[config.mk]
export PLATFORM = sky130hd
export DESIGN_NAME = instr_prefetch_buffer
export DESIGN_NICKNAME = d
export VERILOG_FILES = /design/src/rtl/instr_prefetch_buffer.sv
export SDC_FILE = /design/constraint.sdc
export NUM_CORES = 1
export LEC_CHECK = 0
export ABC_AREA = 1
export CAP_MARGIN = 20
export CORE_ASPECT_RATIO = 1.25
export CORE_MARGIN = 2
export CORE_UTILIZATION = 61
export DETAILED_ROUTE_END_ITERATION = 16
export HOLD_SLACK_MARGIN = 0.12
export PLACE_DENSITY = 0.94
export SLEW_MARGIN = 25
export SYNTH_ARGS = -nofsm -noshare
export SYNTH_HDL_FRONTEND = slang
export SYNTH_SLANG_ARGS = --single-unit
[constraint.sdc]
create_clock -name clk_i -period 6.4 [get_ports clk_i]
set_input_delay 0.64 -clock clk_i [delete_from_list [all_inputs] [get_ports clk_i]]
set_output_delay 0.64 -clock clk_i [all_outputs]
set_load 0.05 [all_outputs]
[src/rtl/instr_prefetch_buffer.sv]
// -----------------------------------------------------------------------------
// instr_prefetch_buffer
//   Fetch stage sitting right after the PC register. Issues in-order requests
//   to instruction memory, tags each returned word with its PC and queues it in
//   a small FIFO towards decode. A redirect flushes the queue and throws away
//   every response still in flight for the old path.
//
// Ports
//   clk_i, rst_i          clock, synchronous active-high reset
//   fetch_en_i            permits new memory requests
//   redirect_i/_pc_i      flush and restart fetch at redirect_pc_i (word aligned)
//   imem_req_o/_addr_o    request valid / address
//   imem_gnt_i            request accepted this cycle
//   imem_rvalid_i/_rdata_i in-order response, one or more cycles after grant
//   instr_valid_o/_ready_i decode handshake on the FIFO head
//   instr_o, instr_pc_o   head instruction word and its PC
//
// state | meaning
// IDLE  | after reset, no requests until fetch_en_i
// RUN   | issue requests while credit allows, collect responses into FIFO
// DRAIN | wait for responses of the flushed path, discard their data
// -----------------------------------------------------------------------------
module instr_prefetch_buffer #(
   parameter int unsigned          AddrWidth = 32,
   parameter int unsigned          DataWidth = 32,
   parameter int unsigned          DepthLog2 = 2,
   parameter logic [AddrWidth-1:0] ResetPc   = '0
) (
   input  logic                 clk_i,
   input  logic                 rst_i,
   input  logic                 fetch_en_i,
   input  logic                 redirect_i,
   input  logic [AddrWidth-1:0] redirect_pc_i,
   output logic                 imem_req_o,
   output logic [AddrWidth-1:0] imem_addr_o,
   input  logic                 imem_gnt_i,
   input  logic                 imem_rvalid_i,
   input  logic [DataWidth-1:0] imem_rdata_i,
   output logic                 instr_valid_o,
   input  logic                 instr_ready_i,
   output logic [DataWidth-1:0] instr_o,
   output logic [AddrWidth-1:0] instr_pc_o
);

   localparam int unsigned    Depth = 2 ** DepthLog2;
   localparam int unsigned    CntW  = DepthLog2 + 1;
   localparam logic [CntW:0]  DepthCnt = (CntW + 1)'(Depth);

   typedef enum logic [1:0] {
      ST_IDLE,
      ST_RUN,
      ST_DRAIN
   } state_e;

   state_e                 state_q, state_d;
   logic [AddrWidth-1:0]   fetch_pc_q, fetch_pc_d;
   logic [AddrWidth-1:0]   rsp_pc_q, rsp_pc_d;
   logic [CntW-1:0]        count_q, count_d;
   logic [CntW-1:0]        outstanding_q, outstanding_d;
   logic [CntW-1:0]        stale_q, stale_d;
   logic [DepthLog2-1:0]   wr_ptr_q, wr_ptr_d;
   logic [DepthLog2-1:0]   rd_ptr_q, rd_ptr_d;
   logic [DataWidth-1:0]   data_mem_q [Depth];
   logic [DataWidth-1:0]   data_mem_d [Depth];
   logic [AddrWidth-1:0]   pc_mem_q [Depth];
   logic [AddrWidth-1:0]   pc_mem_d [Depth];

   logic                   credit_ok;
   logic                   req;
   logic                   gnt_fire;
   logic                   rsp_fire;
   logic                   push;
   logic                   pop;
   logic [AddrWidth-1:0]   redirect_pc_aligned;

   // Credit looks only at registered occupancy: a pop this cycle frees its
   // slot from the next cycle, so granted words always have a FIFO entry.
   assign credit_ok = ((CntW + 1)'(count_q) + (CntW + 1)'(outstanding_q)) < DepthCnt;
   assign req       = (state_q == ST_RUN) & fetch_en_i & credit_ok & ~redirect_i;
   assign gnt_fire  = req & imem_gnt_i;
   // A response with nothing outstanding is a protocol error and is dropped.
   assign rsp_fire  = imem_rvalid_i & (outstanding_q != '0);
   assign push      = rsp_fire & (state_q == ST_RUN) & ~redirect_i;
   assign pop       = instr_valid_o & instr_ready_i;

   assign redirect_pc_aligned = {redirect_pc_i[AddrWidth-1:2], 2'b00};

   always_comb begin
      state_d       = state_q;
      fetch_pc_d    = fetch_pc_q;
      rsp_pc_d      = rsp_pc_q;
      count_d       = count_q;
      outstanding_d = outstanding_q;
      stale_d       = stale_q;
      wr_ptr_d      = wr_ptr_q;
      rd_ptr_d      = rd_ptr_q;
      data_mem_d    = data_mem_q;
      pc_mem_d      = pc_mem_q;

      case ({gnt_fire, rsp_fire})
         2'b10:   outstanding_d = outstanding_q + CntW'(1);
         2'b01:   outstanding_d = outstanding_q - CntW'(1);
         default: outstanding_d = outstanding_q;
      endcase

      if (redirect_i) begin
         fetch_pc_d = redirect_pc_aligned;
         rsp_pc_d   = redirect_pc_aligned;
         if (state_q != ST_IDLE) begin
            count_d  = '0;
            wr_ptr_d = '0;
            rd_ptr_d = '0;
            // req is forced low, so outstanding_d already excludes any grant
            // and already accounts for a response dropped in this cycle.
            stale_d  = outstanding_d;
            state_d  = (outstanding_d != '0) ? ST_DRAIN : ST_RUN;
         end
      end else begin
         case (state_q)
            ST_IDLE: begin
               if (fetch_en_i) state_d = ST_RUN;
            end
            ST_RUN: begin
               if (gnt_fire) fetch_pc_d = fetch_pc_q + AddrWidth'(4);
               if (push) begin
                  data_mem_d[wr_ptr_q] = imem_rdata_i;
                  pc_mem_d[wr_ptr_q]   = rsp_pc_q;
                  wr_ptr_d             = wr_ptr_q + DepthLog2'(1);
                  rsp_pc_d             = rsp_pc_q + AddrWidth'(4);
               end
            end
            ST_DRAIN: begin
               if (rsp_fire) begin
                  stale_d = stale_q - CntW'(1);
                  if (stale_q == CntW'(1)) state_d = ST_RUN;
               end
            end
            default: state_d = ST_IDLE;
         endcase

         if (pop) rd_ptr_d = rd_ptr_q + DepthLog2'(1);
         case ({push, pop})
            2'b10:   count_d = count_q + CntW'(1);
            2'b01:   count_d = count_q - CntW'(1);
            default: count_d = count_q;
         endcase
      end
   end

   always_ff @(posedge clk_i) begin
      // Storage needs no reset: the head is gated by count_q.
      data_mem_q <= data_mem_d;
      pc_mem_q   <= pc_mem_d;
      if (rst_i) begin
         state_q       <= ST_IDLE;
         fetch_pc_q    <= ResetPc;
         rsp_pc_q      <= ResetPc;
         count_q       <= '0;
         outstanding_q <= '0;
         stale_q       <= '0;
         wr_ptr_q      <= '0;
         rd_ptr_q      <= '0;
      end else begin
         state_q       <= state_d;
         fetch_pc_q    <= fetch_pc_d;
         rsp_pc_q      <= rsp_pc_d;
         count_q       <= count_d;
         outstanding_q <= outstanding_d;
         stale_q       <= stale_d;
         wr_ptr_q      <= wr_ptr_d;
         rd_ptr_q      <= rd_ptr_d;
      end
   end

   assign imem_req_o    = req;
   assign imem_addr_o   = fetch_pc_q;
   assign instr_valid_o = (count_q != '0);
   assign instr_o       = instr_valid_o ? data_mem_q[rd_ptr_q] : '0;
   assign instr_pc_o    = instr_valid_o ? pc_mem_q[rd_ptr_q] : '0;

   a_rvalid_has_req: assert property (@(posedge clk_i) disable iff (rst_i)
      !(imem_rvalid_i && (outstanding_q == '0)));

   a_no_overflow: assert property (@(posedge clk_i) disable iff (rst_i)
      !(push && !pop && (count_q == CntW'(Depth))));

endmodule

Word level (Yosys, flattened, before mapping)
Cells that the tools add are included.
{ "classes": {"n_lt_le_gt_ge": 4, "reduce_logical": 24, "n_eq_ne": 12, "mux": 39, "n_bitwise": 11, "addsub": 10} }
{ "op_table": {"columns": ["cell", "n"], "rows": [
  ["2-to-1 mux 32 bit", 13],
  ["bitwise mux 128 bit", 2],
  ["binary-select mux 32 bit (select 2 bit)", 2],
  ["adder 32 x 3 -> 32 bit, second input constant", 2],
  ["demux 32 bit (select 2 bit)", 1],
  ["2-to-1 mux 2 bit", 12],
  ["2-to-1 mux 3 bit", 6],
  ["nonzero test 2 bit", 7],
  ["case mux 3 bit (2 select lines)", 2],
  ["AND reduction 2 bit", 6],
  ["nonzero test 3 bit", 4],
  ["inequality test 3 bit, second input constant", 3],
  ["AND reduction 3 bit", 3],
  ["subtractor 3 x 1 -> 3 bit, second input constant", 3],
  ["bitwise AND 1 bit", 8],
  ["adder 3 x 1 -> 3 bit, second input constant", 2],
  ["equality test 2 x 1 -> 1 bit, second input constant", 3],
  ["equality test 2 bit, second input constant", 3],
  ["greater-or-equal comparator 3 bit, second input constant", 2],
  ["inverter 2 -> 3 bit", 2],
  ["case mux 2 bit (3 select lines)", 1],
  ["AND reduction 5 bit", 1],
  ["adder 2 x 1 -> 2 bit, second input constant", 2],
  ["adder 3 x 3 -> 4 bit", 1],
  ["other kinds (9)", 9]
]} }
{ "totals": {"in_bits": 71, "out_inout_bits": 98, "regBits": 335} }

Depth between registers and ports, before layout
{ "logic_depth": {"depth_word": 11, "ltp_mapped": 16, "mapped_depth_nobuf": 16} }

Worst setup path after synthesis
OpenSTA, ideal clock, no wires.
{ "synth_timing": {"kind": "input-to-reg", "startpoint": "input port redirect_i", "endpoint": "register data_mem_q[0] (netlist bit) (enable)", "setup_slack_ns": 1.963, "t_arrival_ns": 3.954, "required_time_ns": 5.918, "path_stages": 8, "setup_time_ns": 0.482, "n_path_buf": 1, "cell_sequence": "buf_6 > inv_6 > nand2_4 > nor2_8 > inv_4 > nor2_8 > inv_1 > nor2_1"} }
{ "synth_between": {"elab_chain_len": 3} }
{ "synth_rtl": {"columns": ["item", "line", "rtl"], "rows": [
  ["start: declaration", "32", "input logic redirect_i,"],
  ["inverter 1 bit (no source line) (*)", null, null],
  ["bitwise AND 1 bit", "83", "assign push = rsp_fire & (state_q == ST_RUN) & ~redirect_i;"],
  ["AND reduction 3 bit (no source line) (*)", null, null],
  ["end signal: assignment", "152", "data_mem_q <= data_mem_d;"],
  ["end: declaration", "63", "logic [DataWidth-1:0] data_mem_q [Depth];"]
]} }
Mark *: on every way between the ends. The rest lies on a longest branch, timed or not.
A chain may end at the register's enable or synchronous reset.

Worst setup path after layout
{ "layout_timing": {"startpoint": "register rd_ptr_q[0]", "endpoint": "output port instr_o[19]"} }
{ "layout_between": {"elab_chain_len": 5} }
{ "layout_rtl": {"columns": ["item", "line", "rtl"], "rows": [
  ["start: declaration", "62", "logic [DepthLog2-1:0] rd_ptr_q, rd_ptr_d;"],
  ["start signal: assignment", "171", "rd_ptr_q <= rd_ptr_d;"],
  ["inverter 2 -> 3 bit (implied by the code)", "178", "assign instr_o = instr_valid_o ? data_mem_q[rd_ptr_q] : '0;"],
  ["binary-select mux 32 bit (select 2 bit)", "178", null],
  ["2-to-1 mux 32 bit (implied by the code) (2 in series)", "178", null],
  ["2-to-1 mux 32 bit", "178", null],
  ["end: declaration", "41", "output logic [DataWidth-1:0] instr_o,"]
]} }
Every way passes these cells. The select of a mux whose other input is x is not followed.

==> run_results.csv <==
group,metric,value,unit
drt,wl,36600,um
power,fin_total_pwr,5.65,mW
clock_network,clk-insertion-delay-late,0.55,ns
grt,antenna_found_initial,0,
layout,num-nets-final,1803,
timing,hold_slack,0.506,ns
drt,vias,11900,
floorplanning,start_util,62.2,%
drt,first_pass_iters,6,
layout,antenna_cells,0,
grt,grt_pass1_wl,56500,um
timing,skew,0.00885,ns
yosys,netlist_area,14800,sq um
yosys,synth_flop_cell,"edfxtp_1",
power,combPwrFrac,24.4,%
yosys,synth_seq_cells,323,
timing,max_freq,230,MHz
clock_network,post_cts_buffers,0,
yosys,synth_cells,1583,
layout,multi_input_comb_area,5150,sq um
layout,final_cell_mix,"nor2_1, nand2_1, edfxtp_1, o21ai_0, clkdlybuf4s50_1",
layout,final_common_cell,"nor2_1",
place,io_buffer_count,162,
layout,fin_area,17700,sq um
clock_network,htree_levels,1,
timing,finalHoldViolations,0,
grt,grt_usage,28.0,%
worst_setup_path,critPathBufInv,3,
worst_setup_path,worstPathArrival,3.70,ns
floorplanning,fp.dieW,143,um
worst_setup_path,slowest_stage,"clkdlybuf4s50_1",
layout,drive_gt1_share,6.43,%
timing,finalMaxSlewViolations,0,
layout,syn2layout_area_growth,19.5,%
flow_run,maxCapViolCount,0,
drt,viasPerCell,5.74,
place,dp_hpwl,23000,um
floorplanning,die_y,178,um
timing,setup_viol,0,
drt,met2_length,18700,um
drt,wl_per_cell,17.7,um
layout,final_cell_count_no_fill,2068,
clock_network,cts_buffer_depth,3,
place,placed_cells,2011,
drt,wl_met3,2870,um
place,dpl_cell_area,16600,sq um
layout,ff_latch_area,8950,sq um
worst_setup_path,cp_top_family,"buffers and inverters",
power,swShare,32.0,%
place,globalplace.congestion,0.944,
power,vdd_drop_max,0.226,mV
timing,tightestPinTransition,1.01,ns
power,pwr-share-seq,42.9,%
clock_network,cts_tree,"done",
drt,routed.top_layer,"met4",
run_status,status,"finished, final reports clean",
drt,drc,0,
yosys,syn_avg_cell_area,9.36,sq um
clock_network,cts.sinks,323,
clock_network,cts_resized,0,
grt,grt_pass1_vias,11500,
timing,fin_setup_tns,0,ns
worst_setup_path,critPathKind,"register to primary output",
clock_network,cts-root-buf,"clkbuf_16",
worst_setup_path,crit_fanout,63,
grt,grt_max_degree,64,
power,power.switching,1.81,mW
worst_setup_path,max_stage_delay,0.88,ns
worst_setup_path,start_kind,"register",
clock_network,cts_buffers,30,
timing,rsz0062_at_grt,"false",
power,powerDensity,319,nW/um^2
floorplanning,rows,63,
clock_network,hold_buffers,0,
floorplanning,coreArea,23800,sq um
timing,slew-limit-headroom,32.6,%
yosys,synth_enable_flop_cells,248,
floorplanning,ios,169,
power,power.share.clock,32.7,%
yosys,async_reset_ff_share,0,%
worst_setup_path,worstPathCellList,"inv_2, buf_4, o21ai_0, a21oi_1, clkdlybuf4s50_1",
yosys,yosysUniqueCellTypes,46,
clock_network,cts.clk_slew.worst_paths,0.06,ns
yosys,seq_area_frac_synth,60.4,%
drt,drt_iter0_drc,1075,
drt,wl_met1,14000,um
timing,post-route-period-util,67.9,%
layout,n_fill_cell,1570,
timing,min_period,4.34,ns
worst_setup_path,cp.required,5.76,ns
grt,grt_overflow_total,0,
power,intPower,3.84,mW
worst_setup_path,endpoint_kind,"primary output",
drt,ant_nets,0,
yosys,yosysWarnings,0,
floorplanning,die_area,25600,sq um
power,power.leakage,6.33,nW
min_path,hold_path_class,"register to register",
## final cells by class
class,count,area share [%]
well taps,325,2.30
inverters,101,2.18
clock inverters,21,1.36
clock buffers,35,4.47
multi-input cells,1085,29.1
repair buffers,178,10.0
flip-flops and latches,323,50.6
## metrics by stage
step / util [%] / setup WS, ns
floorplan: - / 1.96
global placement: 69.8 / 2.33
detailed placement: 69.9 / 2.25
CTS: 74.3 / 2.08
global route: 74.4 / 1.89
finish: 74.4 / 2.06
## cells by family after synthesis
group	synth area share, %
buffers and inverters	5.09
xor gates and xnor gates	1.30
other	0.0253
adders and majority gates	1.20
muxes	0.0676
AOI/OAI and AO/OA	11.2
DFF	60.4
and+or+nand+nor	20.7
## layer usage
metal,track usage [%],vias up
met5,0,-
met4,10.1,0
met3,4.16,66
met2,50.6,578
met1,33.9,5614
li1,-,5621
## registers in the layout, summed over array words and instances (netlist names)
register / cells
data_mem_q: 128
pc_mem_q: 120
imem_addr_o: 30
rsp_pc_q: 30
count_q: 3
outstanding_q: 3
stale_q: 3
rd_ptr_q: 2
state_q: 2
wr_ptr_q: 2
## worst register-to-register path, cell delays in order, from the launching register on
cell and delay [ns]:
dfxtp_1 0.41, nand2_4 0.10, nor2_8 0.17, inv_4 0.07, nor2_8 0.22, inv_1 0.27, nor2_4 0.80, buf_4 0.45
## synth_stat cells, types with 4 or more instances
cell | instances | area (sq um)
a21oi_1 | 114 | 571
o21ai_1 | 5 | 25.0
o21ai_0 | 168 | 841
edfxtp_1 | 248 | 7450
nand3_2 | 6 | 60.1
nand3_1 | 61 | 305
buf_4 | 6 | 45.0
or2_2 | 6 | 37.5
a31oi_1 | 18 | 113
nor2_1 | 350 | 1310
nor2_2 | 4 | 25.0
inv_2 | 6 | 22.5
nor3_1 | 16 | 80.1
nand4_1 | 7 | 43.8
buf_1 | 5 | 18.8
xnor2_1 | 4 | 35.0
dfxtp_1 | 75 | 1500
o211ai_1 | 4 | 30.0
ha_1 | 11 | 138
xor2_1 | 18 | 158
inv_1 | 93 | 349
nand3b_1 | 10 | 75.1
buf_2 | 12 | 60.1
clkbuf_1 | 49 | 184
buf_6 | 4 | 45.0
nand2_1 | 252 | 946
## power by group through the flow
stage | Sequential, mW | Combinational, mW | Clock [mW]
after detailed placement | 2.46 | 1.36 | 0
after global placement | 2.46 | 1.32 | 0
after CTS | 2.42 | 1.37 | 1.86
after floorplan | 2.48 | 0.906 | 0
final | 2.42 | 1.38 | 1.85
after global routing | 2.43 | 1.49 | 1.94
## path summary, 6_finish.rpt
| kind | startpoint | to | slack, ns | depth (start not counted) |
|---|---|---|---|---|
| hold / removal | stale_q[1] | stale_q[1] | 0.51 | 2 |
| hold reg to reg | stale_q[1] | stale_q[1] | 0.51 | 2 |
| setup reg to reg | state_q[0] | data_mem_q[41] | 3.57 | 7 |
| setup / recovery | rd_ptr_q[0] | instr_o[19] | 2.06 | 5 |
Note: power is estimated with default switching activity, not from simulation.
